--- config.mk ---
export PLATFORM = sky130hd
export DESIGN_NAME = matrix_scan_ctrl
export DESIGN_NICKNAME = d
export VERILOG_FILES = /design/src/rtl/matrix_scan_ctrl.sv
export SDC_FILE = /design/constraint.sdc
export NUM_CORES = 1
export LEC_CHECK = 0
export CELL_PAD_IN_SITES_DETAIL_PLACEMENT = 1
export CELL_PAD_IN_SITES_GLOBAL_PLACEMENT = 1
export CORE_AREA = 2 2 84 86
export CTS_CLUSTER_DIAMETER = 50
export DETAILED_ROUTE_END_ITERATION = 12
export DIE_AREA = 0 0 86 88
export PLACE_DENSITY_LB_ADDON = 0.3
export SLEW_MARGIN = 20
export SYNTH_ARGS = -nofsm -noshare
export SYNTH_HDL_FRONTEND = slang
export SYNTH_SLANG_ARGS = --single-unit
--- constraint.sdc ---
create_clock -name clk -period 3.5 [get_ports clk]
set_input_delay 0.7 -clock clk [delete_from_list [all_inputs] [get_ports clk]]
set_output_delay 0.7 -clock clk [all_outputs]
set_load 0.02 [all_outputs]
--- src/rtl/matrix_scan_ctrl.sv ---
// Scan sequencer for a 32x32 RGB LED panel: fetches pixel pairs, shifts them out,
// latches each row pair and holds it lit for HOLD_CYCLES clocks.
module matrix_scan_ctrl #(
    parameter int COLS        = 32,
    parameter int ROWS        = 16,
    parameter int HOLD_CYCLES = 256
) (
    input  logic                                   clk,
    input  logic                                   reset,
    input  logic                                   en,
    output logic [$clog2(ROWS)+$clog2(COLS)-1:0]   rd_addr,
    input  logic [2:0]                             rd_data1,
    input  logic [2:0]                             rd_data2,
    output logic [2:0]                             RGB1,
    output logic [2:0]                             RGB2,
    output logic                                   freq1,
    output logic                                   LAT,
    output logic                                   OE,
    output logic [$clog2(ROWS)-1:0]                rowD,
    output logic                                   frame_done
);

    localparam int CW = $clog2(COLS);
    localparam int RW = $clog2(ROWS);
    localparam int HW = $clog2(HOLD_CYCLES + 1);

    localparam logic [CW-1:0] COL_LAST  = CW'(COLS - 1);
    localparam logic [RW-1:0] ROW_LAST  = RW'(ROWS - 1);
    localparam logic [HW-1:0] HOLD_LAST = HW'(HOLD_CYCLES - 1);

    typedef enum logic [2:0] {
        S_IDLE,
        S_ADDR,
        S_DATA,
        S_CLK,
        S_BLANK,
        S_LATCH,
        S_HOLD
    } state_t;

    state_t          state, state_nxt;
    logic [RW-1:0]   row, row_nxt;
    logic [CW-1:0]   col, col_nxt;
    logic [HW-1:0]   hold_cnt, hold_cnt_nxt;

    logic [RW+CW-1:0] rd_addr_nxt;
    logic [2:0]       rgb1_nxt, rgb2_nxt;
    logic             freq1_nxt, lat_nxt, oe_nxt, frame_done_nxt;
    logic [RW-1:0]    rowd_nxt;

    always_comb begin
        state_nxt      = state;
        row_nxt        = row;
        col_nxt        = col;
        hold_cnt_nxt   = hold_cnt;
        rd_addr_nxt    = rd_addr;
        rgb1_nxt       = RGB1;
        rgb2_nxt       = RGB2;
        freq1_nxt      = freq1;
        lat_nxt        = 1'b0;
        oe_nxt         = OE;
        rowd_nxt       = rowD;
        frame_done_nxt = 1'b0;

        case (state)
            S_IDLE: begin
                oe_nxt    = 1'b1;
                freq1_nxt = 1'b0;
                if (en)
                    state_nxt = S_ADDR;
            end
            S_ADDR: begin
                rd_addr_nxt = {row, col};
                freq1_nxt   = 1'b0;
                state_nxt   = S_DATA;
            end
            S_DATA: begin
                rgb1_nxt  = rd_data1;
                rgb2_nxt  = rd_data2;
                state_nxt = S_CLK;
            end
            S_CLK: begin
                freq1_nxt = 1'b1;
                if (col == COL_LAST) begin
                    col_nxt   = '0;
                    state_nxt = S_BLANK;
                end else begin
                    col_nxt   = col + 1'b1;
                    state_nxt = S_ADDR;
                end
            end
            S_BLANK: begin
                freq1_nxt = 1'b0;
                oe_nxt    = 1'b1;
                state_nxt = S_LATCH;
            end
            S_LATCH: begin
                lat_nxt   = 1'b1;
                rowd_nxt  = row;
                state_nxt = S_HOLD;
            end
            S_HOLD: begin
                // OE stays low on the exit edge; IDLE raises it one clock later,
                // so a final row is lit for exactly HOLD_CYCLES clocks.
                oe_nxt = 1'b0;
                if (hold_cnt == HOLD_LAST) begin
                    hold_cnt_nxt   = '0;
                    row_nxt        = (row == ROW_LAST) ? '0 : row + 1'b1;
                    frame_done_nxt = (row == ROW_LAST);
                    state_nxt      = en ? S_ADDR : S_IDLE;
                end else begin
                    hold_cnt_nxt = hold_cnt + 1'b1;
                end
            end
            default: state_nxt = S_IDLE;
        endcase
    end

    always_ff @(posedge clk) begin
        if (!reset) begin
            state      <= S_IDLE;
            row        <= '0;
            col        <= '0;
            hold_cnt   <= '0;
            rd_addr    <= '0;
            RGB1       <= '0;
            RGB2       <= '0;
            freq1      <= 1'b0;
            LAT        <= 1'b0;
            OE         <= 1'b1;
            rowD       <= '0;
            frame_done <= 1'b0;
        end else begin
            state      <= state_nxt;
            row        <= row_nxt;
            col        <= col_nxt;
            hold_cnt   <= hold_cnt_nxt;
            rd_addr    <= rd_addr_nxt;
            RGB1       <= rgb1_nxt;
            RGB2       <= rgb2_nxt;
            freq1      <= freq1_nxt;
            LAT        <= lat_nxt;
            OE         <= oe_nxt;
            rowD       <= rowd_nxt;
            frame_done <= frame_done_nxt;
        end
    end

endmodule

==> metrics, run 1 <==
number of port buffers 31; Final nets between 200 and 250; Post-synth EDFFs 0; status finished clean; RSZ-0062 raised after global routing false; HP Start hold_cnt[8]$_SDFFE_PN0P_; I/O pins 32; Hold Crit Depth 1; Layout Skew ~0.0048 ns; Leak a little over 0.9 nW; Critical Path RT 3.67 ns; most frequent cell after synthesis dfxtp_1; Max Cap Viol 0; Gate Count Post-Synth 198; post-synth top area share approximately 46%; Overall Power 0.931 mW; Worst Hold Class reg2reg; dpl hpwl approximately 3 mm; setup bufs post-CTS 0; GR Overflow Total 0; Storage cell area 881 sq um; final hold viol count 0; top_reg_cell synth dfxtp_1; std cell rows 30; sequential fraction of the synthesis area a little under half; pwr dens around 390 mW/mm^2; CP delay by family, top flip-flops; initial drt markers 57; Worst Tran Pin Value roughly 0.88 ns; synthesized area 0.00193 sq mm; Synth area leaders dfxtp_1 (46%), mux2i_1 (12%), nor2_1 (4.9%); TritonCTS clock tree done; Final setup viols 0; Slew HR 41.2%; maximum vdd drop between 0.2 and 0.25 mV; critical path, cell by cell nand3b_1 > o31ai_1 > nor2_1; max incr delay on CP around 0.70 ns; Chip Height roughly 90 um; Tcrit/Tclk final between 50% and 60%; first-pass GRT wire length roughly 7.7 mm; initial antenna violation count 0; hold-fix buffers at CTS 0; Multi-input gate area 963 sq um; worst skew pair latency roughly 0.3 ns; layout cells sized above 1 7.02%; die area 0.00757 sq mm; Net Count, Synth roughly 210; CTS root buf clkbuf_8; Netlist cell types 44; Post-synth ARST share 0%; Period minus WS final between 2 and 2.5 ns; Critical path buffers and inverters 0; Die X 86 um; fin. max-slew vios 0; fillcell total around 750; Worst R2R Path Depth 3; crit path DAT ~2.3 ns; #FFs+latches synth 44; crit path launch type flop; Inst Count DP 300; PostCTS Resize Cnt 0; Post-Route WL 4.42 mm; gp weighted congestion between 0.7 and 0.8; FF-to-FF setup slack ~1.4 ns; Area Overhead vs Synth 23.8%; Initial Utilization between 20% and 30%; core area about 0.0066 sq mm; Non-Filler Instances just over 300; clock net sink count 44; vias in the first global route 1567; CP Class reg2reg; ant diodes 0; CP max FO 14; CTS Buffer Depth 2; worst reg2reg path endpoint hold_cnt[2]$_SDFFE_PN0P_; fmax slightly below 500 MHz; Setup TNS Final 0 ns; CP endpoint kind flop; GRT Util Overall around an eighth; worst hold endpoint hold_cnt[8]$_SDFFE_PN0P_; mean area per synthesized cell just under 10 sq um; synth cell count leaders dfxtp_1 (44), nor2_1 (25), mux2i_1 (24); pin count of the biggest net entering global routing 18; Routed WL per cell 14.4 um; vias per cell 5.03; # H-tree levels 2; CTS buffer count 5; launch point of the worst reg-to-reg path state[1]$_SDFFE_PN0P_; Clock transition at path regs roughly 0.090 ns; # DRC 0; Vias between 1500 and 2000; Routed Antenna Nets 0; critical-path cell with the highest stage delay dfxtp_1; Synth area leader dfxtp_1; drt pass-1 iters 3; Synth Warn # 0
## cells in the final DEF (no fill, tap or decap), drive strengths merged, types with 2 or more instances in the layout
master	netlist	routed
a211oi	2	2
mux2i	24	24
buf	6	2
clkdlybuf4s50	0	31
dfxtp	44	44
nor4	4	4
o311ai	2	2
nor3b	2	2
nand2	11	11
nand3b	3	3
clkbuf	5	6
o21ai	8	8
ha	5	5
o31ai	3	3
clkinvlp	0	2
nor2	25	25
nand4b	4	4
inv	7	7
or4	3	3
nand3	6	6
or3	5	5
a21oi	10	10
nand4	2	2
## power breakdown
| part | internal (mW) | leakage [nW] | switching [mW] |
|---|---|---|---|
| clock | 0.160 | 0.0434 | 0.183 |
| sequential | 0.507 | 0.355 | 0.0129 |
| combinational | 0.0358 | 0.530 | 0.0325 |
## registers in the layout, indices dropped and copies added, names as in the netlist
name        count
freq1           1
row             4
rd_addr         9
frame_done      1
col             5
hold_cnt        9
rowD            4
RGB1            3
LAT             1
RGB2            3
state           3
OE              1
## cells by family after synthesis
group                      Yosys count  share of synthesized area [%]
xor gates and xnor gates             1                          0.453
buffers and inverters               18                           4.60
and+or+nand+nor                     70                           21.4
DFF                                 44                           45.6
AOI/OAI and AO/OA                   35                           11.8
muxes                               25                           13.0
adders and majority gates            5                           3.24
## metrics by stage
| step | setup WS, ns | hold WS, ns | utilization (%) | cell area, sq um |
|---|---|---|---|---|
| 2_1_floorplan | 1.87 | 0.423 | - | 1930 |
| 3_3_place_gp | 1.28 | 0.429 | 34.6 | 2300 |
| 3_5_place_dp | 1.23 | 0.431 | 34.6 | 2300 |
| 5_1_grt | 1.15 | 0.473 | 36.0 | 2390 |
| 6_report | 1.42 | 0.441 | 36.0 | 2390 |
| 4_1_cts | 1.40 | 0.444 | 36.0 | 2390 |
## area by class of cell
cell class / count / share of cell area, %
clock buffer: 6 / 3.45
clock inverter: 2 / 0.627
inverter: 7 / 1.10
multi-input combinational: 136 / 40.3
sequential: 44 / 36.8
tap: 80 / 4.18
timing repair buffer: 33 / 13.6
## routing by layer
| layer | wire (um) | share of wire [%] | vias to the layer above | global-route usage (%) |
|---|---|---|---|---|
| met4 | 43 | 0.97 | 0 | 4.33 |
| met5 | 0 | 0 | - | 0 |
| met2 | 2020 | 46 | 28 | 20.2 |
| met3 | 214 | 4.8 | 5 | 4.34 |
| met1 | 2140 | 48 | 748 | 17.1 |
| li1 | - | - | 767 | - |
## how the worst max path moves through the flow
stage,startpoint,to,depth (start not counted)
floorplan,col[0]$_SDFFE_PN0P_,col[3]$_SDFFE_PN0P_,5
global placement,reset,row[0]$_SDFFE_PN0P_,5
detailed placement,reset,row[0]$_SDFFE_PN0P_,5
CTS,state[1]$_SDFFE_PN0P_,hold_cnt[2]$_SDFFE_PN0P_,3
global route,state[1]$_SDFFE_PN0P_,hold_cnt[3]$_SDFFE_PN0P_,3
finish,state[1]$_SDFFE_PN0P_,hold_cnt[2]$_SDFFE_PN0P_,3
Power figures use the tool's default switching activity.
==> inputs of run 2 (changes only) <==
- clock period: 3.5 -> 2.16 ns (I/O delays scaled with it)
==> run 2 against run 1 <==
Against the previous run: routed wire length increased by 0.61%; critical path depth increased by 2; hold slack gained 0.013 ns; highest routed layer unchanged.
==> metrics, run 2 (synthesis gave the netlist of run 1 again) <==
ant diodes 0; Tcrit/Tclk final 80.7%; drt pass-1 iters 4; Initial Utilization between 20 and 30%; gp weighted congestion between 0.7 and 0.8; maximum vdd drop approximately 0.38 mV; Critical Path RT between 2 and 2.5 ns; CP delay by family, top simple AND/OR/NAND/NOR gates; launch point of the worst reg-to-reg path col[0]$_SDFFE_PN0P_; worst reg2reg path endpoint col[3]$_SDFFE_PN0P_; pwr dens 686 mW/mm^2; CP endpoint kind flop; Setup TNS Final 0 ns; commonest cells after routing, fill and taps aside dfxtp_1 (44), clkdlybuf4s50_1 (31), nor2_1 (25); Final setup viols 0; CP Depth 5; TritonCTS clock tree done; Critical path buffers and inverters 0; # DRC 0; core area 0.00664 sq mm; final hold slack ~0.45 ns; Routed WL per cell about 14 um; Leak slightly below 1 nW; switching part of the total power 20.8%; RSZ-0062 raised after global routing false; Max Cap Viol 0; leading cell type in the layout, fill and taps excluded dfxtp_1; Layout Skew slightly above 0.006 ns; PostCTS Resize Cnt 0; CP Class reg2reg; pre-CTS WS between 0.4 and 0.5 ns; max incr delay on CP a little over 0.5 ns; GR Overflow Total 0; # H-tree levels 2; Top Registers hold_cnt x9, rd_addr x9, col x5; CP max FO 6; clock power share between 40% and 50%; critical-path cell with the highest stage delay or4_1; status finished clean; CTS root buf clkbuf_8; layout cells sized above 1 9.01%; crit path to col[3]$_SDFFE_PN0P_; initial antenna violation count 0; std cell rows 30; vias per cell slightly below 5; Worst Hold Class reg2reg; CTS buffer count 5; P_sw about 0.35 mW; CTS Buffer Depth 2; Worst Tran Pin Value 0.525 ns; Comb power frac 8.0%; FF-to-FF setup slack roughly 0.42 ns; initial drt markers 32; Area Overhead vs Synth 27.8%; fillcell total between 700 and 800; Int Pwr between 1 and 1.5 mW; fmax roughly 570 MHz; Clock transition at path regs about 0.090 ns; fin. max-slew vios 0; Die X 86 um; die area between 0.007 and 0.008 sq mm; Slew HR roughly two thirds; crit path launch type flop; Inst Count DP just over 300; first-pass GRT wire length around 7.6 mm; I/O pins 32; hold-fix buffers at CTS 0; critical path, cell by cell ha_1 > and3_1 > ha_1 > or4_1 > a21oi_1; Non-Filler Instances roughly 310; Worst R2R Path Depth 5; pin count of the biggest net entering global routing 17; vias in the first global route about 1600; GRT Util Overall between 10% and 20%; Routed Antenna Nets 0; Overall Power between 1.5 and 2 mW; Sequential Power Share between 40 and 50%; crit path from col[0]$_SDFFE_PN0P_; crit path DAT approximately 2.0 ns; Final nets 247; Post-Route WL 4.45 mm; Vias between 1500 and 2000; worst setup margin 0.416 ns; worst skew pair latency 0.29 ns; clock net sink count 44; setup bufs post-CTS 0; dpl hpwl 3.12 mm; most frequent CP cell ha_1; Chip Height between 80 and 90 um; final hold viol count 0; Period minus WS final about 1.7 ns; number of port buffers 31
==> run 2: per-stage QoR <==
step                util, %  cell area [sq um]
finish                 37.2               2470
CTS                    37.2               2470
global route           37.2               2470
global placement       35.2               2340
detailed placement     35.2               2340
floorplan                 -               1930
==> run 2: power by group through the flow <==
stage,clock (mW),combinational [mW],sequential [mW]
after CTS,0.758,0.138,0.828
final,0.733,0.135,0.828
after floorplan,0,0.0782,0.857
after detailed placement,0,0.137,0.847
after global routing,0.790,0.149,0.830
after global placement,0,0.135,0.846
==> run 2: routing by layer <==
layer,wire [um],vias to the layer above,GRT usage [%]
met5,0,-,0
met4,31,0,3.03
met3,290,5,5.00
met2,2010,27,19.9
met1,2120,724,16.4
li1,-,778,-
==> run 2: layout make-up <==
class	count	area [sq um]	area share, %
clock buffers	5	68.8	2.79
clock inverters	2	60.1	2.43
inverters	7	26.3	1.06
multi-input cells	136	963	39.0
flip-flops and latches	44	881	35.7
well taps	80	100	4.05
repair buffers	39	370	15.0
==> run 2: worst min path at each step <==
stage | startpoint | end | depth (start not counted)
floorplan | hold_cnt[8]$_SDFFE_PN0P_ | hold_cnt[8]$_SDFFE_PN0P_ | 1
global route | hold_cnt[8]$_SDFFE_PN0P_ | hold_cnt[8]$_SDFFE_PN0P_ | 1
finish | hold_cnt[8]$_SDFFE_PN0P_ | hold_cnt[8]$_SDFFE_PN0P_ | 1
global placement | hold_cnt[8]$_SDFFE_PN0P_ | hold_cnt[8]$_SDFFE_PN0P_ | 1
detailed placement | hold_cnt[8]$_SDFFE_PN0P_ | hold_cnt[8]$_SDFFE_PN0P_ | 1
CTS | hold_cnt[8]$_SDFFE_PN0P_ | hold_cnt[8]$_SDFFE_PN0P_ | 1
==> run 2: worst reg2reg max path: cells and delay by family (launching register included) <==
family	cells	cell delay, ns
DFF	1	0.36
and+or+nand+nor	2	0.71
adders and majority gates	2	0.47
AOI/OAI and AO/OA	1	0.14
